===== src/rtl/cpu_pkg.sv =====
// Shared definitions for the hardwired control sequencer: opcodes, FSM states, IR field positions.
// The optional single-step mode is controlled by the SINGLE_STEP_EN macro (adds the STEPWAIT state).
// Opcode classification helpers let the sequencer decide the execute path from the opcode alone.
package cpu_pkg;

  localparam int IRW_DEF = 32;
  localparam int OPW_DEF = 5;

  // Opcode encodings (ir[31:27])
  localparam logic [4:0] OP_ADD  = 5'b00011;
  localparam logic [4:0] OP_SUB  = 5'b00100;
  localparam logic [4:0] OP_AND  = 5'b00101;
  localparam logic [4:0] OP_OR   = 5'b00110;
  localparam logic [4:0] OP_MUL  = 5'b01111;
  localparam logic [4:0] OP_DIV  = 5'b10000;
  localparam logic [4:0] OP_NOP  = 5'b11010;
  localparam logic [4:0] OP_HALT = 5'b11011;

  // Register-select fields: Ra = ir[26:23], Rb = ir[22:19], Rc = ir[18:15]
  localparam int RA_LSB = 23;
  localparam int RB_LSB = 19;
  localparam int RC_LSB = 15;
  localparam int REG_W  = 4;

  // Control steps; RST and HALTED are the only states with Run=0
  typedef enum logic [3:0] {
    RST      = 4'd0,
    T0       = 4'd1,
    T1       = 4'd2,
    T2       = 4'd3,
    T3       = 4'd4,
    T4       = 4'd5,
    T5       = 4'd6,
    T6       = 4'd7,
    HALTED   = 4'd8
`ifdef SINGLE_STEP_EN
    ,
    STEPWAIT = 4'd9
`endif
  } state_t;

  // Two-operand ALU ops that write the result back to Ra
  function automatic logic is_alu(input logic [4:0] op);
    return (op == OP_ADD) || (op == OP_SUB) || (op == OP_AND) || (op == OP_OR);
  endfunction

  // Ops with a 64-bit result split into LO (T5) and HI (T6)
  function automatic logic is_muldiv(input logic [4:0] op);
    return (op == OP_MUL) || (op == OP_DIV);
  endfunction

endpackage


===== src/rtl/control_sequencer.sv =====
// Hardwired control unit: fetch T0-T2, execute T3-T6, one control step per Clock; Moore strobes.
// Latency: ALU 6 clocks, MUL/DIV 7, NOP 4, HALT 4 to HALTED. Stop halts at the next instruction boundary.
// SINGLE_STEP_EN adds a Step input; each instruction then waits in STEPWAIT for a Step pulse.
module control_sequencer
  import cpu_pkg::*;
#(
  parameter int IRW = IRW_DEF,
  parameter int OPW = OPW_DEF
) (
  input  logic           Clock,
  input  logic           Reset,
  input  logic [IRW-1:0] ir,
  input  logic           Stop,
`ifdef SINGLE_STEP_EN
  input  logic           Step,
`endif
  output logic           PCout,
  output logic           MARin,
  output logic           IncPC,
  output logic           Zin,
  output logic           ZLOout,
  output logic           ZHIout,
  output logic           PCin,
  output logic           Read,
  output logic           MDRin,
  output logic           MDRout,
  output logic           IRin,
  output logic           Yin,
  output logic           Gra,
  output logic           Grb,
  output logic           Grc,
  output logic           Rin,
  output logic           Rout,
  output logic           HIin,
  output logic           LOin,
  output logic [OPW-1:0] alu_op,
  output logic           Run
);

  state_t         state_q, state_d;
  logic [OPW-1:0] op_q, op_d;
  logic           stop_q, stop_d;
  logic           boundary;
  logic [OPW-1:0] ir_op;

  assign ir_op = ir[IRW-1 -: OPW];

  // Register-select fields are consumed by the datapath, not by the sequencer
  logic unused_ir_fields;
  assign unused_ir_fields = ^{ir[RA_LSB +: REG_W], ir[RB_LSB +: REG_W],
                              ir[RC_LSB +: REG_W], ir[RC_LSB-1:0]};

  // Where a completed instruction goes next when no halt is pending
`ifdef SINGLE_STEP_EN
  localparam state_t NEXT_INSTR = STEPWAIT;
`else
  localparam state_t NEXT_INSTR = T0;
`endif

  // Next state, opcode capture and sticky stop request
  always_comb begin
    state_d  = state_q;
    op_d     = op_q;
    stop_d   = stop_q | Stop;
    boundary = 1'b0;
    case (state_q)
      RST: boundary = 1'b1;
      T0:  state_d = T1;
      T1:  state_d = T2;
      T2:  state_d = T3;
      T3: begin
        // IR only becomes valid on the T2->T3 edge, so T3 decodes ir directly
        // and op_q holds the opcode for T4..T6.
        op_d = ir_op;
        if (is_alu(ir_op) || is_muldiv(ir_op)) begin
          state_d = T4;
        end else if (ir_op == OP_HALT) begin
          state_d = HALTED;
          stop_d  = 1'b0;
        end else begin
          boundary = 1'b1;  // NOP and unknown opcodes
        end
      end
      T4:  state_d = T5;
      T5: begin
        if (is_muldiv(op_q)) state_d = T6;
        else                 boundary = 1'b1;
      end
      T6:  boundary = 1'b1;
      HALTED: stop_d = 1'b0;
`ifdef SINGLE_STEP_EN
      STEPWAIT: begin
        if (stop_d) begin
          state_d = HALTED;
          stop_d  = 1'b0;
        end else if (Step) begin
          state_d = T0;
        end
      end
`endif
      default: state_d = RST;
    endcase
    // A pending stop converts the next instruction fetch into a halt
    if (boundary) begin
      if (stop_d) begin
        state_d = HALTED;
        stop_d  = 1'b0;
      end else begin
        state_d = NEXT_INSTR;
      end
    end
  end

  // Sequencer state; Reset overrides a simultaneous Stop
  always_ff @(posedge Clock) begin
    if (Reset) begin
      state_q <= RST;
      op_q    <= '0;
      stop_q  <= 1'b0;
    end else begin
      state_q <= state_d;
      op_q    <= op_d;
      stop_q  <= stop_d;
    end
  end

  // Moore strobe decode: at most one bus driver per step
  always_comb begin
    PCout  = 1'b0; MARin = 1'b0; IncPC = 1'b0; Zin    = 1'b0;
    ZLOout = 1'b0; ZHIout = 1'b0; PCin = 1'b0; Read   = 1'b0;
    MDRin  = 1'b0; MDRout = 1'b0; IRin = 1'b0; Yin    = 1'b0;
    Gra    = 1'b0; Grb   = 1'b0; Grc   = 1'b0; Rin    = 1'b0;
    Rout   = 1'b0; HIin  = 1'b0; LOin  = 1'b0;
    alu_op = '0;
    Run    = (state_q != RST) && (state_q != HALTED);
    case (state_q)
      T0: begin PCout = 1'b1; MARin = 1'b1; IncPC = 1'b1; Zin = 1'b1; end
      T1: begin ZLOout = 1'b1; PCin = 1'b1; Read = 1'b1; MDRin = 1'b1; end
      T2: begin MDRout = 1'b1; IRin = 1'b1; end
      T3: begin Grb = 1'b1; Rout = 1'b1; Yin = 1'b1; end
      T4: begin Grc = 1'b1; Rout = 1'b1; Zin = 1'b1; alu_op = op_q; end
      T5: begin
        ZLOout = 1'b1;
        if (is_muldiv(op_q)) LOin = 1'b1;
        else begin Gra = 1'b1; Rin = 1'b1; end
      end
      T6: begin ZHIout = 1'b1; HIin = 1'b1; end
      default: ;
    endcase
  end

endmodule

===== config.mk =====
export PLATFORM = sky130hd
export DESIGN_NAME = control_sequencer
export DESIGN_NICKNAME = d
export VERILOG_FILES = /design/src/rtl/cpu_pkg.sv /design/src/rtl/control_sequencer.sv
export SDC_FILE = /design/constraint.sdc
export NUM_CORES = 1
export LEC_CHECK = 0
export CAP_MARGIN = 20
export CORE_MARGIN = 5
export CORE_UTILIZATION = 32
export DETAILED_ROUTE_END_ITERATION = 7
export PLACE_DENSITY = 0.89
export SYNTH_ARGS = -nofsm -noshare
export SYNTH_HDL_FRONTEND = slang
export SYNTH_SLANG_ARGS = --single-unit

===== constraint.sdc =====
create_clock -name Clock -period 2.07 [get_ports Clock]
set_input_delay 0.5175 -clock Clock [delete_from_list [all_inputs] [get_ports Clock]]
set_output_delay 0.5175 -clock Clock [all_outputs]
set_load 0.01 [all_outputs]

==> results <==
-- layout make-up --
type                            instances  area share
Timing Repair Buffer                   53      0.3577
Inverter                                3    0.009018
Clock buffer                            4     0.02906
Sequential cell                        10      0.1663
Multi-Input combinational cell         71      0.4098
Tap cell                               28     0.02806
-- per-stage QoR --
stage / instances / total power [uW] / area [um^2] / utilization
finish: 169 / 978.7 / 1249 / 0.5591
global route: 169 / 1030 / 1249 / 0.5591
CTS: 169 / 957.0 / 1235 / 0.5529
detailed placement: 164 / 788.4 / 1172 / 0.5249
global placement: 164 / 769.0 / 1172 / 0.5249
floorplan: 97 / 594.5 / 758.2 / -
-- worst min-delay path, cell delays in order (launching register included) --
cell and delay, ns:
dfxtp_2 0.34, nand2_1 0.06, a21oi_1 0.06
-- logic make-up after synthesis --
kind of cell	Yosys count	share of synthesized area
compound gates	19	0.1584
buf+inv	16	0.1353
flops	10	0.2640
mux	1	0.01320
simple gates	51	0.4290
-- cell usage after synthesis (all sizes together), types with 2 or more instances --
| library cell | n | share of area |
|---|---|---|
| nor3b | 2 | 0.020 |
| nand3b | 2 | 0.020 |
| a21oi | 11 | 0.073 |
| nor2 | 7 | 0.045 |
| nand2 | 12 | 0.059 |
| nor3 | 5 | 0.033 |
| nand3 | 3 | 0.020 |
| and2 | 6 | 0.050 |
| buf | 12 | 0.12 |
| nand2b | 4 | 0.033 |
| nor4b | 2 | 0.051 |
| dfxtp | 10 | 0.26 |
| inv | 3 | 0.015 |
| o31ai | 2 | 0.020 |
| nor4 | 3 | 0.045 |
-- state kept, by name, indices dropped and copies added, names as in the netlist --
signal / count
op_q: 5
stop_q: 1
state_q: 4
-- power by group --
| group | internal (uW) | total (uW) | switching (uW) |
|---|---|---|---|
| clock network | 107 | 180 | 73.5 |
| registers | 222 | 255 | 32.7 |
| logic | 244 | 543 | 299 |
-- final timing paths --
path | end | from | depth (start not counted)
max | Rin | op_q[4] | 5
min | op_q[3] | op_q[3] | 2
max reg2reg | state_q[0] | op_q[2] | 7
min reg2reg | op_q[3] | op_q[3] | 2
-- metal layers --
metal | vias to the layer above | GRT usage
met1 | 414 | 0.1404
met2 | 51 | 0.2632
met4 | 0 | 0.08414
met5 | - | 0
li1 | 420 | -
met3 | 11 | 0.01096
-- what timing repair did --
item / CTS / global route
setup buffers: 1 / 0
gates resized for setup: 46 / 9
endpoints found under the hold margin: 0 / 0
setup endpoints to repair: 28 / 8
hold buffers: 0 / 0
pin swaps: 1 / 0
==> summary.md <==
| Metric | Value |
|---|---|
| Status | completed |
| RSZ-0062 raised after global routing | false |
| Post-Synthesis Cells | a little under 100 |
| All-Layer GR Usage | 0.1367 |
| CP required | 1.55 ns |
| Crit. End Element | primary output |
| Leak Pwr | approximately 0.00061 uW |
| Slew HR | 0.6801 |
| Minimum clock period | 1.983 ns |
| Worst-margin pin slew | around 0.48 ns |
| Post-Syn Area | around 760 um^2 |
| Register area share after synthesis | 0.2640 |
| Final Hold Viols | 0 |
| Max Transition Viols Final | 0 |
| Flops & latches, synth | 10 |
| Die span in y | 58.68 um |
| Clock H-tree levels | 1 |
| Synthesized area per cell | between 7 and 8 um^2 |
| Final setup TNS | 0 ns |
| Area of the core | about 2200 um^2 |
| EDFF count, synth | 0 |
| CP Max Fanout | 4 |
| Initial DRT Pass Iterations | 4 |
| Clock skew | 0.005389 ns |
| Cell Chain, Critical Path | and4b_1 -> mux2i_1 -> nor3b_2 -> buf_4 -> buf_2 |
| Final Wtd Congestion | between 0.8 and 0.9 |
| Routed wl met3 | roughly 190 um |
| Routed wire length | between 2 and 2.5 mm |
| Fillers | just over 200 |
| Worst vdd ir | a little under 0.0005 V |
| WL/cell | 14.22 um |
| Final setup fails | 0 |
| Placement Setup Slack | -0.3869 ns |
| Vias in the first global route | 809 |
| Crit-path max cell delay | 0.35 ns |
| WP buf/inv | 2 |
| Hold slack | 0.4871 ns |
| Remaining global-route overflow | 0 |
| Max cap viols | 0 |
| Die X | 58.68 um |
| Clk_lat worst skew | 0.27 ns |
| Met1 WL | approximately 880 um |
| Initial core utilization | 0.3395 |
| Final ANT Viol Nets | 0 |
| Largest net degree at the start of global routing | 12 |
| Clock Tree Root | clkbuf_4 |
| Via density per instance | roughly 5.3 |
| CTS Buf Count | 3 |
| Setup WS post-layout | between 0.08 and 0.09 ns |
| # port buffers | 32 |
| # clock sinks | 10 |
| Fraction of registers with async set/reset | 0 |
| Ant diodes | 0 |
| Syn Nets | around 130 |
| Max layer used | met4 |
| Critical path class | reg2out |
| Clock-pin slew of the registers on the worst-case setup and hold paths | 0.06 ns |
| Crit start category | flip-flop |
| Worst EP arrival | around 1.5 ns |
| CP delay by family, top | simple AND/OR/NAND/NOR gates |
| Area occupied by multi-input gates | a little over 500 um^2 |
| Fmax | around 0.50 GHz |
| Top FF cell, synth | dfxtp_1 |
| Commonest non-fill, non-tap cell in the layout | dlygate4sd2_1 |
| DRC | 0 |
| Register area | 207.7 um^2 |
| Yosys warnings | 0 |
| Period utilization | 0.9581 |
| Worst path slowest cell | dfxtp_2 |
| Die footprint | 3443 um^2 |
| Dpl hpwl | approximately 1.8 mm |
| # IOs | 60 |
| Power per cell area | slightly below 800 nW/um^2 |
| Maximum clock path buffer count | 2 |
| Synthesis-to-layout area growth | 64.69% |
| First-pass GRT wire length | roughly 3.6 mm |
| Initial antenna violation count | 0 |
| FP Rows | 17 |
| Reg-to-reg slack, setup | about 0.1 ns |
| Starting DRT DRC Count | 16 |
| Total number of vias | about 900 |
| Fraction of layout cells with a size suffix above 1 | 0.3546 |
| Most frequent cells in the layout | 22 x dlygate4sd2_1, 20 x buf_4, 12 x nand2_1 |
| TritonCTS clock tree | built |
| Layout Nets | around 180 |
| Worst min path class | reg2reg |
| WL met2 | 1.241 mm |
| Unique masters post-synth | 34 |
(Power assumes the default switching activity.)
